--- src/rtl/decode_stage.sv ---
// Registered MIPS-I decode stage with valid/ready on both sides, illegal-encoding
// flagging, a parametrised load-use interlock and saturating issue/stall counters.
module decode_stage #(
    parameter int PC_W       = 32,
    parameter int LOAD_DELAY = 1,
    parameter int CNT_W      = 16
) (
    input  logic             clk,
    input  logic             rst_n,
    input  logic             in_valid,
    output logic             in_ready,
    input  logic [31:0]      in_instr,
    input  logic [PC_W-1:0]  in_pc,
    input  logic             flush,
    output logic             out_valid,
    input  logic             out_ready,
    output logic [13:0]      out_ctrl,
    output logic [4:0]       out_rs,
    output logic [4:0]       out_rt,
    output logic [4:0]       out_rd,
    output logic [4:0]       out_dst,
    output logic [31:0]      out_imm,
    output logic [PC_W-1:0]  out_pc,
    output logic             out_illegal,
    output logic [CNT_W-1:0] issue_cnt,
    output logic [CNT_W-1:0] stall_cnt
);

    localparam int OW_W = (LOAD_DELAY < 2) ? 1 : $clog2(LOAD_DELAY + 1);

    localparam logic [5:0] OP_RTYPE  = 6'h00;
    localparam logic [5:0] OP_REGIMM = 6'h01;
    localparam logic [5:0] OP_J      = 6'h02;
    localparam logic [5:0] OP_JAL    = 6'h03;
    localparam logic [5:0] OP_BEQ    = 6'h04;
    localparam logic [5:0] OP_BNE    = 6'h05;
    localparam logic [5:0] OP_BLEZ   = 6'h06;
    localparam logic [5:0] OP_BGTZ   = 6'h07;
    localparam logic [5:0] OP_ADDI   = 6'h08;
    localparam logic [5:0] OP_ADDIU  = 6'h09;
    localparam logic [5:0] OP_SLTI   = 6'h0A;
    localparam logic [5:0] OP_SLTIU  = 6'h0B;
    localparam logic [5:0] OP_ANDI   = 6'h0C;
    localparam logic [5:0] OP_ORI    = 6'h0D;
    localparam logic [5:0] OP_XORI   = 6'h0E;
    localparam logic [5:0] OP_LUI    = 6'h0F;
    localparam logic [5:0] OP_LB     = 6'h20;
    localparam logic [5:0] OP_LH     = 6'h21;
    localparam logic [5:0] OP_LW     = 6'h23;
    localparam logic [5:0] OP_LBU    = 6'h24;
    localparam logic [5:0] OP_LHU    = 6'h25;
    localparam logic [5:0] OP_SB     = 6'h28;
    localparam logic [5:0] OP_SH     = 6'h29;
    localparam logic [5:0] OP_SW     = 6'h2B;

    localparam logic [1:0] RD_RT   = 2'b00;
    localparam logic [1:0] RD_RD   = 2'b01;
    localparam logic [1:0] RD_R31  = 2'b10;
    localparam logic [1:0] SZ_WORD = 2'b00;
    localparam logic [1:0] SZ_HALF = 2'b01;
    localparam logic [1:0] SZ_BYTE = 2'b10;
    localparam logic [1:0] IMM_SEXT = 2'd0;
    localparam logic [1:0] IMM_ZEXT = 2'd1;
    localparam logic [1:0] IMM_LUI  = 2'd2;

    function automatic logic [CNT_W-1:0] sat_inc(input logic [CNT_W-1:0] v);
        return (&v) ? v : v + CNT_W'(1);
    endfunction

    logic [5:0]  op, fn;
    logic [4:0]  rs, rt, rd;
    logic [15:0] imm16;

    assign op    = in_instr[31:26];
    assign rs    = in_instr[25:21];
    assign rt    = in_instr[20:16];
    assign rd    = in_instr[15:11];
    assign fn    = in_instr[5:0];
    assign imm16 = in_instr[15:0];

    logic [3:0]  alu_op;
    logic        alu_src, mem_wr, mem_rd, ld_signed, mem_to_reg, no_wb, illegal;
    logic [1:0]  reg_dst, size, imm_mode;
    logic        is_load, rs_used, rt_used;
    logic [13:0] ctrl_dec;
    logic [31:0] imm_dec;
    logic [4:0]  dst_dec;

    always_comb begin
        alu_op     = 4'd0;
        alu_src    = 1'b0;
        reg_dst    = RD_RT;
        size       = SZ_WORD;
        mem_wr     = 1'b0;
        mem_rd     = 1'b0;
        ld_signed  = 1'b0;
        mem_to_reg = 1'b0;
        no_wb      = 1'b0;
        illegal    = 1'b0;
        imm_mode   = IMM_SEXT;
        is_load    = 1'b0;
        rt_used    = 1'b0;
        case (op)
            OP_RTYPE: begin
                rt_used = 1'b1;
                case (fn)
                    6'h00, 6'h02, 6'h03, 6'h04, 6'h06, 6'h07,
                    6'h20, 6'h21, 6'h22, 6'h23, 6'h24, 6'h25,
                    6'h26, 6'h27, 6'h2A, 6'h2B: reg_dst = RD_RD;
                    6'h08:   no_wb   = 1'b1;
                    6'h09:   reg_dst = RD_R31;
                    default: illegal = 1'b1;
                endcase
            end
            OP_REGIMM: begin
                alu_op = 4'd1;
                case (rt)
                    5'b00000, 5'b00001: no_wb   = 1'b1;
                    5'b10000, 5'b10001: reg_dst = RD_R31;
                    default:            illegal = 1'b1;
                endcase
            end
            OP_J, OP_BLEZ, OP_BGTZ: begin
                alu_op = 4'd1;
                no_wb  = 1'b1;
            end
            OP_BEQ, OP_BNE: begin
                alu_op  = 4'd1;
                no_wb   = 1'b1;
                rt_used = 1'b1;
            end
            OP_JAL: begin
                alu_op  = 4'd1;
                reg_dst = RD_R31;
            end
            // Immediate ALU ops take consecutive ALUOp codes 1..8 in opcode order
            OP_ADDI, OP_ADDIU, OP_SLTI, OP_SLTIU, OP_ANDI, OP_ORI, OP_XORI, OP_LUI: begin
                alu_op  = 4'(op[2:0]) + 4'd1;
                alu_src = 1'b1;
                if (op == OP_ANDI || op == OP_ORI || op == OP_XORI) imm_mode = IMM_ZEXT;
                else if (op == OP_LUI)                              imm_mode = IMM_LUI;
            end
            OP_LB, OP_LH, OP_LW, OP_LBU, OP_LHU: begin
                alu_op     = 4'd1;
                alu_src    = 1'b1;
                mem_rd     = 1'b1;
                mem_to_reg = 1'b1;
                is_load    = 1'b1;
                ld_signed  = (op == OP_LB) || (op == OP_LH);
                if (op == OP_LB || op == OP_LBU)      size = SZ_BYTE;
                else if (op == OP_LH || op == OP_LHU) size = SZ_HALF;
            end
            OP_SB, OP_SH, OP_SW: begin
                alu_op  = 4'd1;
                alu_src = 1'b1;
                mem_wr  = 1'b1;
                no_wb   = 1'b1;
                rt_used = 1'b1;
                if (op == OP_SB)      size = SZ_BYTE;
                else if (op == OP_SH) size = SZ_HALF;
            end
            default: illegal = 1'b1;
        endcase
    end

    assign rs_used  = !((op == OP_J) || (op == OP_JAL) || (op == OP_LUI));
    assign ctrl_dec = illegal ? 14'd0
                              : {alu_op, alu_src, reg_dst, size, mem_wr, mem_rd,
                                 ld_signed, mem_to_reg, no_wb};

    always_comb begin
        case (imm_mode)
            IMM_ZEXT: imm_dec = {16'd0, imm16};
            IMM_LUI:  imm_dec = {imm16, 16'd0};
            default:  imm_dec = {{16{imm16[15]}}, imm16};
        endcase
    end

    always_comb begin
        case (reg_dst)
            RD_RD:   dst_dec = rd;
            RD_R31:  dst_dec = 5'd31;
            default: dst_dec = rt;
        endcase
        if (no_wb || illegal) dst_dec = 5'd0;
    end

    logic             valid_q, valid_d, ill_q, ill_d;
    logic [13:0]      ctrl_q, ctrl_d;
    logic [4:0]       rs_q, rs_d, rt_q, rt_d, rd_q, rd_d, dst_q, dst_d;
    logic [31:0]      imm_q, imm_d;
    logic [PC_W-1:0]  pc_q, pc_d;
    logic [OW_W-1:0]  owed_q, owed_d;
    logic [4:0]       ld_dst_q, ld_dst_d;
    logic [CNT_W-1:0] issue_q, issue_d, stall_q, stall_d;
    logic             slot_free, hazard, accept;

    assign slot_free = !valid_q || out_ready;
    assign hazard    = in_valid && (owed_q != '0) && (ld_dst_q != 5'd0) &&
                       ((rs_used && (rs == ld_dst_q)) || (rt_used && (rt == ld_dst_q)));
    assign in_ready  = slot_free && !flush && !hazard;
    assign accept    = in_valid && in_ready;

    always_comb begin
        valid_d  = valid_q;
        ctrl_d   = ctrl_q;
        rs_d     = rs_q;
        rt_d     = rt_q;
        rd_d     = rd_q;
        dst_d    = dst_q;
        imm_d    = imm_q;
        pc_d     = pc_q;
        ill_d    = ill_q;
        owed_d   = owed_q;
        ld_dst_d = ld_dst_q;
        issue_d  = issue_q;
        stall_d  = stall_q;
        if (flush) begin
            valid_d = 1'b0;
            owed_d  = '0;
        end else if (accept) begin
            valid_d = 1'b1;
            ctrl_d  = ctrl_dec;
            rs_d    = rs;
            rt_d    = rt;
            rd_d    = rd;
            dst_d   = dst_dec;
            imm_d   = imm_dec;
            pc_d    = in_pc;
            ill_d   = illegal;
            issue_d = sat_inc(issue_q);
            // A load to $0 never creates a dependency, so it clears the interlock
            if (is_load && (dst_dec != 5'd0)) begin
                owed_d   = OW_W'(LOAD_DELAY);
                ld_dst_d = dst_dec;
            end else begin
                owed_d = '0;
            end
        end else if (slot_free) begin
            valid_d = 1'b0;
            if (owed_q != '0) owed_d = owed_q - OW_W'(1);
        end
        if (hazard && slot_free && !flush) stall_d = sat_inc(stall_q);
    end

    always_ff @(posedge clk) begin
        if (!rst_n) begin
            valid_q  <= 1'b0;
            ctrl_q   <= '0;
            rs_q     <= '0;
            rt_q     <= '0;
            rd_q     <= '0;
            dst_q    <= '0;
            imm_q    <= '0;
            pc_q     <= '0;
            ill_q    <= 1'b0;
            owed_q   <= '0;
            ld_dst_q <= '0;
            issue_q  <= '0;
            stall_q  <= '0;
        end else begin
            valid_q  <= valid_d;
            ctrl_q   <= ctrl_d;
            rs_q     <= rs_d;
            rt_q     <= rt_d;
            rd_q     <= rd_d;
            dst_q    <= dst_d;
            imm_q    <= imm_d;
            pc_q     <= pc_d;
            ill_q    <= ill_d;
            owed_q   <= owed_d;
            ld_dst_q <= ld_dst_d;
            issue_q  <= issue_d;
            stall_q  <= stall_d;
        end
    end

    assign out_valid   = valid_q;
    assign out_ctrl    = ctrl_q;
    assign out_rs      = rs_q;
    assign out_rt      = rt_q;
    assign out_rd      = rd_q;
    assign out_dst     = dst_q;
    assign out_imm     = imm_q;
    assign out_pc      = pc_q;
    assign out_illegal = ill_q;
    assign issue_cnt   = issue_q;
    assign stall_cnt   = stall_q;

endmodule

--- config.mk ---
export PLATFORM = sky130hd
export DESIGN_NAME = decode_stage
export DESIGN_NICKNAME = d
export VERILOG_FILES = /design/src/rtl/decode_stage.sv
export SDC_FILE = /design/constraint.sdc
export NUM_CORES = 1
export LEC_CHECK = 0
export CELL_PAD_IN_SITES_DETAIL_PLACEMENT = 0
export CELL_PAD_IN_SITES_GLOBAL_PLACEMENT = 1
export CORE_MARGIN = 2
export CORE_UTILIZATION = 30
export DETAILED_ROUTE_END_ITERATION = 10
export GPL_TIMING_DRIVEN = 1
export MAX_ROUTING_LAYER = met4
export PLACE_DENSITY = 0.73
export SYNTH_ARGS = -nofsm -noshare
export SYNTH_HDL_FRONTEND = slang
export SYNTH_SLANG_ARGS = --single-unit
export TNS_END_PERCENT = 1
--- constraint.sdc ---
create_clock -name clk -period 3.3 [get_ports clk]
set_clock_uncertainty 0.05 [all_clocks]
set_input_delay 0.66 -clock clk [delete_from_list [all_inputs] [get_ports clk]]
set_output_delay 0.66 -clock clk [all_outputs]
set_load 0.005 [all_outputs]
==> results.toml <==
[cts]
clock_sinks = 137
clock_path_buffers = 2
insertion_delay_ps = 420
tritoncts = "yes"
clk_pin_slew_ps = 60
h-tree-depth = 4
cts_root_buf = "clkbuf_16"
numCtsBuffers = 17

[finish]
seq_area_um2 = 2743
n_antenna_cell = 0
finalNonFillerCells = 1268
drive_gt1_share_pct = 12.56
syn_to_final_growth_pct = 57.97
fill_cells = 1967
fin_nets = 1067
mostFrequentLayoutCell = "clkdlybuf4s50_1"
final_cell_mix = "193 x clkdlybuf4s50_1, 151 x nand2_1, 137 x dfxtp_1"
design_area_um2 = 9472
multi_input_area_um2 = 3028
fin_util_pct = 48.51

[drt]
postRouteAntennaNets = 0
routed_via_density = 4.788
post_drt_wl_per_cell_um = 15.56
drt-total-wl_um = 19730
first_pass_iters = 4
drc = 0
initialDrtViolationCount = 230
num_vias = 6071

[timing]
post-route-min-period_ps = 3287
maxSlewViolCount = 0
setup_viol = 0
post-route-period-util_pct = 99.60
setup_ws_ps = 13.26
grt_setup_unrepaired = "yes"
max-slew-margin-rel_pct = 44.57
max_clock_freq_mhz = 304.3
tightestPinTransition_ps = 818.6
hold_viol = 0

[global_routing]
grt_max_degree = 41
grt_pass1_wl_um = 31440
grtUsageTotal_pct = 19.05
grt_pass1_vias = 5777
antenna_found_initial = 0
grt_overflow = 0

[setup_path]
path_buf_inv = 4
start_kind = "input port"
slowest_delay_ps = 430
required_ps = 2590
reg2reg_setup_slack_ps = 890
crit_path_frequent_cell = "buf_4"
critPathKind = "input port to output port"
path_cells = "dlygate4sd2_1, buf_4, nand3b_1, a211o_1, and3_4, o21ai_4, a21boi_1, buf_4, clkdlybuf4s50_1"
slowest_stage = "clkdlybuf4s50_1"
cp-end-kind = "output port"
cp_data_arrival_time_ps = 2580
critPathTopFamily = "buffers and inverters"
critPathMaxFanout = 4

[floorplan]
core_um2 = 19530
die_y_um = 145.4
dieWidth_um = 145.4
start_util_pct = 30.71
core.rowCount = 51
dieArea_um2 = 21130
pin_count = 202

[synthesis]
synth.area.top_cells = "dfxtp_1 46%, nand2_1 9.5%, a21oi_1 6.8%, nor2_1 3.8%, nor3_1 2.3%"
synth-edff-count = 0
ys.flop_type = "dfxtp_1"
yosysTopAreaCellShare_pct = 45.74
async_flop_share_pct = 0
synthCells = 739
synth_cell_types = 60
ys_ff_latch = 137
netlist_area_um2 = 5996
ys_warn_count = 0
yosysSeqAreaShare_pct = 45.74
avgSynthCellArea_um2 = 8.113
synth_largest_area_cell = "dfxtp_1"
syn_nets = 816

[placed_design]
dpl_cell_area_um2 = 8820
hpwl_um = 14100
port_buffers = 201
dp_cells = 1235
place_congestion = 0.8563
place_ws_ps = -533.8

[power]
ir_worst_vdd_mv = 0.3347
leakagePower_nw = 3.510
power_density_nw_per_um2 = 449.8
finalPower_w = 0.004261

[hold_path]
min_path_type = "flip-flop to flip-flop"

[run_status]
status = "finished clean"

[flow_run]
maxCapViolations = 0
==> registers in the layout (all words and copies together) (netlist names), 5 cells and up <==
register / flops
out_rs: 5
issue_cnt: 16
out_ctrl: 13
out_pc: 32
ld_dst_q: 5
stall_cnt: 16
out_dst: 5
out_rd: 5
out_rt: 5
out_imm: 32
==> per-layer routing <==
layer | GRT usage [%] | vias up | wire length (um)
li1 | - | 3091 | -
met1 | 24.56 | 2803 | 9244
met2 | 29.05 | 157 | 9131
met3 | 5.956 | 20 | 1125
met4 | 4.951 | 0 | 225
met5 | - | - | 0
==> synthesized netlist by cell type, types with 10 or more instances <==
cell type  count
nand2_1      151
buf_2         13
a21oi_1       82
nor3_1        28
nor2_1        61
o21ai_0       23
a211oi_1      17
xor2_1        13
clkbuf_1      28
dfxtp_1      137
or4_1         10
a22oi_1       16
inv_1         14
nand3_1       20
or3_1         14
==> worst min-delay path, stage by stage, from the launching register on <==
cell and delay [ps]:
dfxtp_1 300, nand2_1 50, a21oi_1 50
==> timing repair <==
action | CTS | global route
setup buffers | 0 | 1
pin swaps | 3 | 5
hold buffers | 0 | 0
gates resized for setup | 8 | 14
endpoints found under the setup margin | 5 | 7
==> area by class of cell <==
type	instances	area share, %
Clock buffer	26	5.271
Clock inverter	6	1.176
Inverter	15	0.6209
Multi-Input combinational cell	539	31.97
Sequential cell	137	28.96
Tap cell	265	3.501
Timing Repair Buffer	280	28.51
==> path summary, 6_finish.rpt <==
| check | endpoint | cells past startpoint | start |
|---|---|---|---|
| setup / recovery | in_ready | 9 | in_instr[28] |
| hold / removal | out_imm[31] | 2 | out_imm[31] |
| setup reg to reg | out_ctrl[2] | 6 | ld_dst_q[2] |
| hold reg to reg | out_imm[31] | 2 | out_imm[31] |
==> report_power, final <==
part | switching [W] | total, W | internal (W)
combinational | 0.000243 | 0.000533 | 0.000290
clock | 0.000717 | 0.00199 | 0.00127
sequential | 0.0000288 | 0.00174 | 0.00171
==> per-stage QoR <==
| step | hold slack, ps | TNS [ps] |
|---|---|---|
| 2_1_floorplan | 398.2 | 0 |
| 3_3_place_gp | 387.5 | -3135 |
| 3_5_place_dp | 394.7 | -4067 |
| 4_1_cts | 402.5 | -63.37 |
| 5_1_grt | 421.7 | -32.52 |
| 6_report | 398.7 | 0 |
==> logic make-up after synthesis <==
logic type | Yosys count | share of synthesized area [%]
AOI/OAI and AO/OA | 176 | 18.41
xor gates and xnor gates | 21 | 3.068
adders and majority gates | 8 | 1.670
buffers and inverters | 63 | 4.716
DFF | 137 | 45.74
muxes | 6 | 1.002
and+or+nand+nor | 328 | 25.40
(Power assumes the default switching activity.)
==> RTL change 1, RTL diff (config.mk and constraints unchanged) <==
Take the reset off `rs_q`, `rt_q`, `rd_q`, `imm_q` and `pc_q` and load them in a clocked block of their own.
--- a/src/rtl/decode_stage.sv
+++ b/src/rtl/decode_stage.sv
@@ -248,10 +248,5 @@
             valid_q  <= 1'b0;
             ctrl_q   <= '0;
-            rs_q     <= '0;
-            rt_q     <= '0;
-            rd_q     <= '0;
             dst_q    <= '0;
-            imm_q    <= '0;
-            pc_q     <= '0;
             ill_q    <= 1'b0;
             owed_q   <= '0;
@@ -262,10 +257,5 @@
             valid_q  <= valid_d;
             ctrl_q   <= ctrl_d;
-            rs_q     <= rs_d;
-            rt_q     <= rt_d;
-            rd_q     <= rd_d;
             dst_q    <= dst_d;
-            imm_q    <= imm_d;
-            pc_q     <= pc_d;
             ill_q    <= ill_d;
             owed_q   <= owed_d;
@@ -274,4 +264,12 @@
             stall_q  <= stall_d;
         end
+    end
+
+    always_ff @(posedge clk) begin
+        rs_q  <= rs_d;
+        rt_q  <= rt_d;
+        rd_q  <= rd_d;
+        imm_q <= imm_d;
+        pc_q  <= pc_d;
     end
 
Behaviour: not the same (Yosys sat finds a counterexample within 4 cycles, from zero or initial values and one cycle with rst_n low).
==> RTL change 1 against the unedited design <==
Area after synthesis up 2.1%; power up 4.3%; combinational power down 5.8%; design area up 1.6%; critical path depth unchanged; sequential cell count unchanged; worst setup slack better by 77 ps; final cell count down 14%; via count down 11%; register-to-register slack worse by 50 ps; global-route usage down 1.3 points; routed wire length down 5.1%; largest power group unchanged.
==> RTL change 1: results (changes against the unedited design) <==
Post-synth ARST share -> 0% (unchanged)
worst r2r path cells -> 9 (+3)
share of cells above drive strength 1 -> 14.93% (+2.4 points)
Fillers -> 1,797 (-8.6%)
hold_ws -> 402.8 ps (+4.081 ps)
Critical Path Fanout Max -> 7 (+3)
Seq/Total Area, Yosys -> 57.73% (+12 points)
hpwl dp -> 13,900 microns (-1.4%)
Data buffer area share -> 27.15% (-1.4 points)
placed inst area -> 8940 sq um (+1.4%)
pre-CTS worst setup slack -> -585.9 ps (-52.17 ps)
GRT Util Overall -> 17.74% (-1.3 points)
Routed WL -> 18,720 microns (-5.1%)
Arr. time, crit path -> 2500 ps (-80 ps)
count of different cell masters after synthesis -> 65 (+8.3%)
layout clock buffer count -> 17 (-35%)
first-pass GRT wire length -> 29,020 microns (-7.7%)
Max VDD drop -> 0.3454 mV (+3.2%)
clock-cell share of area -> 6.463% (+0.016 points)
initial DRC count -> 310 (+35%)
number of non-clock inverters -> 14 (-1)
WHS Endpoint -> out_ctrl[7]$_SDFFE_PN0P_
power density cells -> 461.8 nW/um^2 (+2.7%)
fraction of area in multi-input gates -> 25.58% (-6.4 points)
top post-synthesis cells by area -> edfxtp_1 (39%), dfxtp_1 (19%), nand3_1 (3.2%), a21oi_1 (2.7%), nand2_1 (2.6%)
largest net degree at the start of global routing -> 45 (+9.8%)
gpl congestion -> 0.8616 (+0.62%)
vias in the first global route -> 5,329 (-7.8%)
slowest stage cell, crit path -> clkdlybuf4s50_1
reg-to-reg slack, setup -> 840 ps (-50 ps)
hold_sp -> out_ctrl[7]$_SDFFE_PN0P_
number of iterations in the first detailed-routing pass -> 5 (+1)
Seq/total area -> 36.72% (+7.8 points)
Clock power frac -> 45.6% (-1.1 points)
Signal buffers -> 270 (-3.6%)
Sw Pwr -> 0.9921 mW (+0.35%)
Inst Count DP -> 1,063 (-14%)
most common library cells after synthesis -> edfxtp_1 (79), dfxtp_1 (58), nand2_1 (42)
status -> completed
Slew @ Worst Pin -> 713.7 ps (-104.8 ps)
Layout Nets -> 891 (-16%)
Post-Synthesis Mean Instance Area -> 11.05 sq um (+36%)
Final Util -> 47.86% (-0.65 points)
multi-input gate count -> 372 (-31%)
wire per inst -> 17.11 microns (+10%)
Leakage -> 3.522 nW (+0.34%)
via density per instance -> 4.927 (+2.9%)
-- RTL change 1: changes by cell type after synthesis, moves of 19 or more --
cell / before / now
a21oi_1: 82 / 33
dfxtp_1: 137 / 58
edfxtp_1: 0 / 79
nand2_1: 151 / 42
nand3_1: 20 / 39
nor2_1: 61 / 22
-- RTL change 1: logic make-up (layout without fill, tap and decap cells) --
logic type                 after synthesis  count (layout)  synth area share (%)
and+or+nand+nor                        225             225                 20.91
adders and majority gates               10              10                 2.044
buffers and inverters                   45             315                 3.127
muxes                                   10              10                 1.635
AOI/OAI and AO/OA                      111             111                 12.27
DFF                                    137             137                 57.73
xor gates and xnor gates                16              16                 2.289
-- RTL change 1: how the worst max path moves through the flow --
stage / startpoint / to / slack, ps / cells past startpoint
after CTS: in_instr[26] / in_ready / 7 / 10
after detailed placement: in_instr[5] / ld_dst_q[1]$_SDFFE_PN0P_ / -590 / 14
after global routing: in_instr[2] / ld_dst_q[1]$_SDFFE_PN0P_ / -40 / 14
final: in_instr[27] / in_ready / 90 / 9
after floorplan: in_instr[2] / ld_dst_q[2]$_SDFFE_PN0P_ / 30 / 11
after global placement: in_instr[5] / owed_q$_SDFFE_PP0P_ / -510 / 14
-- RTL change 1: what timing repair did --
action | 4_1_cts | 5_1_grt
gates resized for setup | 10 | 9
gates cloned | 0 | 0
setup endpoints to repair | 7 | 7
pin swaps | 1 | 2
hold buffers | 0 | 0
-- RTL change 1: routing by layer --
layer	part of all wire [%]	track usage (%)	vias to the layer above
met4	1.4	5.194	0
met1	44	22.06	2578
met2	46	28.15	208
met3	8.2	5.186	18
met5	0	-	-
li1	-	-	2586
==> RTL change 2, RTL diff (config.mk and constraints unchanged) <==
Made on the original files. `PC_W`: 32 -> 48.
--- a/src/rtl/decode_stage.sv
+++ b/src/rtl/decode_stage.sv
@@ -2,5 +2,5 @@
 // flagging, a parametrised load-use interlock and saturating issue/stall counters.
 module decode_stage #(
-    parameter int PC_W       = 32,
+    parameter int PC_W       = 48,
     parameter int LOAD_DELAY = 1,
     parameter int CNT_W      = 16
Ports: changed (resized in_pc and out_pc); port bits go from 202 to 234. The function was not compared with the original's and may differ.
==> RTL change 2 against the unedited design <==
Worst setup slack gained 42 ps; area after synthesis increased by 16%; count of clock-buffer cells in the layout shrank 9; routed wire length up 18%; power up 6.5%; core utilization is 1.2 points lower; sequential cell count is 16 higher; highest routed layer unchanged; maximum frequency rose by 1.3%; design area grew 13%; global-route usage rose by 0.25 points; critical path type unchanged.
==> RTL change 2: results (changes against the unedited design) <==
Layout Nets -> 1,229 (+15%)
max_slew headroom -> 54.11% (+9.5 points)
max incr delay on CP -> 500 ps (+70 ps)
hpwl dp -> 16,960 microns (+20%)
P_int -> 3.268 mW (-0.12%)
Seq/Total Area, Yosys -> 44.08% (-1.7 points)
CTS buffer count -> 17 (unchanged)
GRT Util Overall -> 19.30% (+0.25 points)
largest net degree at the start of global routing -> 67 (+63%)
Arr. time, crit path -> 2530 ps (-50 ps)
number of iterations in the first detailed-routing pass -> 5 (+1)
Leakage -> 3.885 nW (+11%)
most common library cells after synthesis -> nand2_1 (196), dfxtp_1 (153), a21oi_1 (97)
max reg flops -> 48
via density per instance -> 4.902 (+2.4%)
count of different cell masters after synthesis -> 66 (+10%)
first-pass GRT wire length -> 36,090 microns (+15%)
Max VDD drop -> 0.3264 mV (-2.5%)
initial DRC count -> 344 (+50%)
slowest stage cell, crit path -> clkdlybuf4s50_1
Critical Path Fanout Max -> 3 (-1)
Final Instance Count excl. Fillers -> 1,434 (+13%)
port bufs -> 233 (+16%)
Syn. warnings -> 0 (unchanged)
pre-CTS worst setup slack -> -468.9 ps (+64.90 ps)
clk buf depth -> 2 (unchanged)
share of cells above drive strength 1 -> 13.32% (+0.75 points)
gpl congestion -> 0.8458 (-1.2%)
Post-Synthesis Mean Instance Area -> 8.034 sq um (-0.98%)
top post-synthesis cells by area -> dfxtp_1 (44%), nand2_1 (11%), a21oi_1 (7.0%), nand3_1 (3.5%), mux2i_1 (2.6%)
status -> completed
Mapped Nets -> 958 (+17%)
vias in the first global route -> 6,585 (+14%)
Inst Count DP -> 1,400 (+13%)
Synth Flop Type -> dfxtp_1
wire per inst -> 16.27 microns (+4.6%)
==> RTL change 2: cell count changes after synthesis, moves of 15 or more <==
| cell | before | now |
|---|---|---|
| a21oi_1 | 82 | 97 |
| a22oi_1 | 16 | 0 |
| nor2_1 | 61 | 46 |
| nand2_1 | 151 | 196 |
| dfxtp_1 | 137 | 153 |
| nand2b_1 | 7 | 25 |
| nand3_1 | 20 | 49 |
==> RTL change 2: tightest hold or removal path: cells and delay by family, from the launching register on <==
kind | cells | cell delay [ps]
compound gates | 1 | 50
flops | 1 | 310
simple gates | 1 | 50
==> RTL change 2: stage by stage <==
stage	instance area, sq um	hold WS, ps	setup TNS [ps]
CTS	10660	405.2	-36.53
finish	10740	402.9	0
floorplan	6949	398.2	0
detailed placement	10060	393.6	-4480
global route	10740	415.5	-12.37
global placement	10060	387.5	-4724
==> RTL change 2: cell families (layout without fill, tap and decap cells) <==
kind of cell,Yosys count,count (layout),share of synthesized area [%]
buf+inv,78,362,5.005
mux,18,18,2.593
fa+ha+maj,8,8,1.440
compound gates,178,178,16.37
flops,153,153,44.08
xor+xnor,11,11,1.386
simple gates,419,419,29.13
==> RTL change 2: worst paths after layout <==
kind	start	endpoint	slack, ps	cells past startpoint
setup / recovery	in_instr[26]	in_ready	60	10
hold / removal	out_pc[9]$_SDFFE_PN0P_	out_pc[9]$_SDFFE_PN0P_	400	2
setup reg to reg	ld_dst_q[2]$_SDFFE_PN0P_	issue_cnt[6]$_SDFFE_PN0P_	740	8
hold reg to reg	out_pc[9]$_SDFFE_PN0P_	out_pc[9]$_SDFFE_PN0P_	400	2
==> RTL change 2: power by group through the flow <==
| stage | clock (mW) | combinational [mW] | sequential (mW) |
|---|---|---|---|
| 3_3_place_gp | 0 | 0.635 | 1.98 |
| 2_1_floorplan | 0 | 0.238 | 1.99 |
| 4_1_cts | 2.01 | 0.638 | 1.94 |
| 6_report | 1.95 | 0.642 | 1.94 |
| 5_1_grt | 2.09 | 0.699 | 1.95 |
| 3_5_place_dp | 0 | 0.634 | 1.99 |
==> RTL change 2: what timing repair did <==
item	CTS	global route
endpoints found under the setup margin	4	7
gates resized for setup	7	15
buffers inserted	0	2
pin swaps	1	8
hold buffers	0	0
==> RTL change 2: area by class of cell <==
class	instances	area, sq um
clock buffers	17	425.4
clock inverters	15	148.9
fillers	2257	11970
inverters	12	46.29
multi-input cells	634	3637
flip-flops and latches	153	3063
well taps	285	356.6
repair buffers	318	3064
==> RTL change 2: layer usage <==
metal  track usage (%)  vias up  wire length [microns]
li1                  -     3577                      -
met1             24.45     3261                  10560
met2             29.96      173                  10840
met3             6.028       18                   1682
met4             4.893        0                    243
met5                 -        -                      0
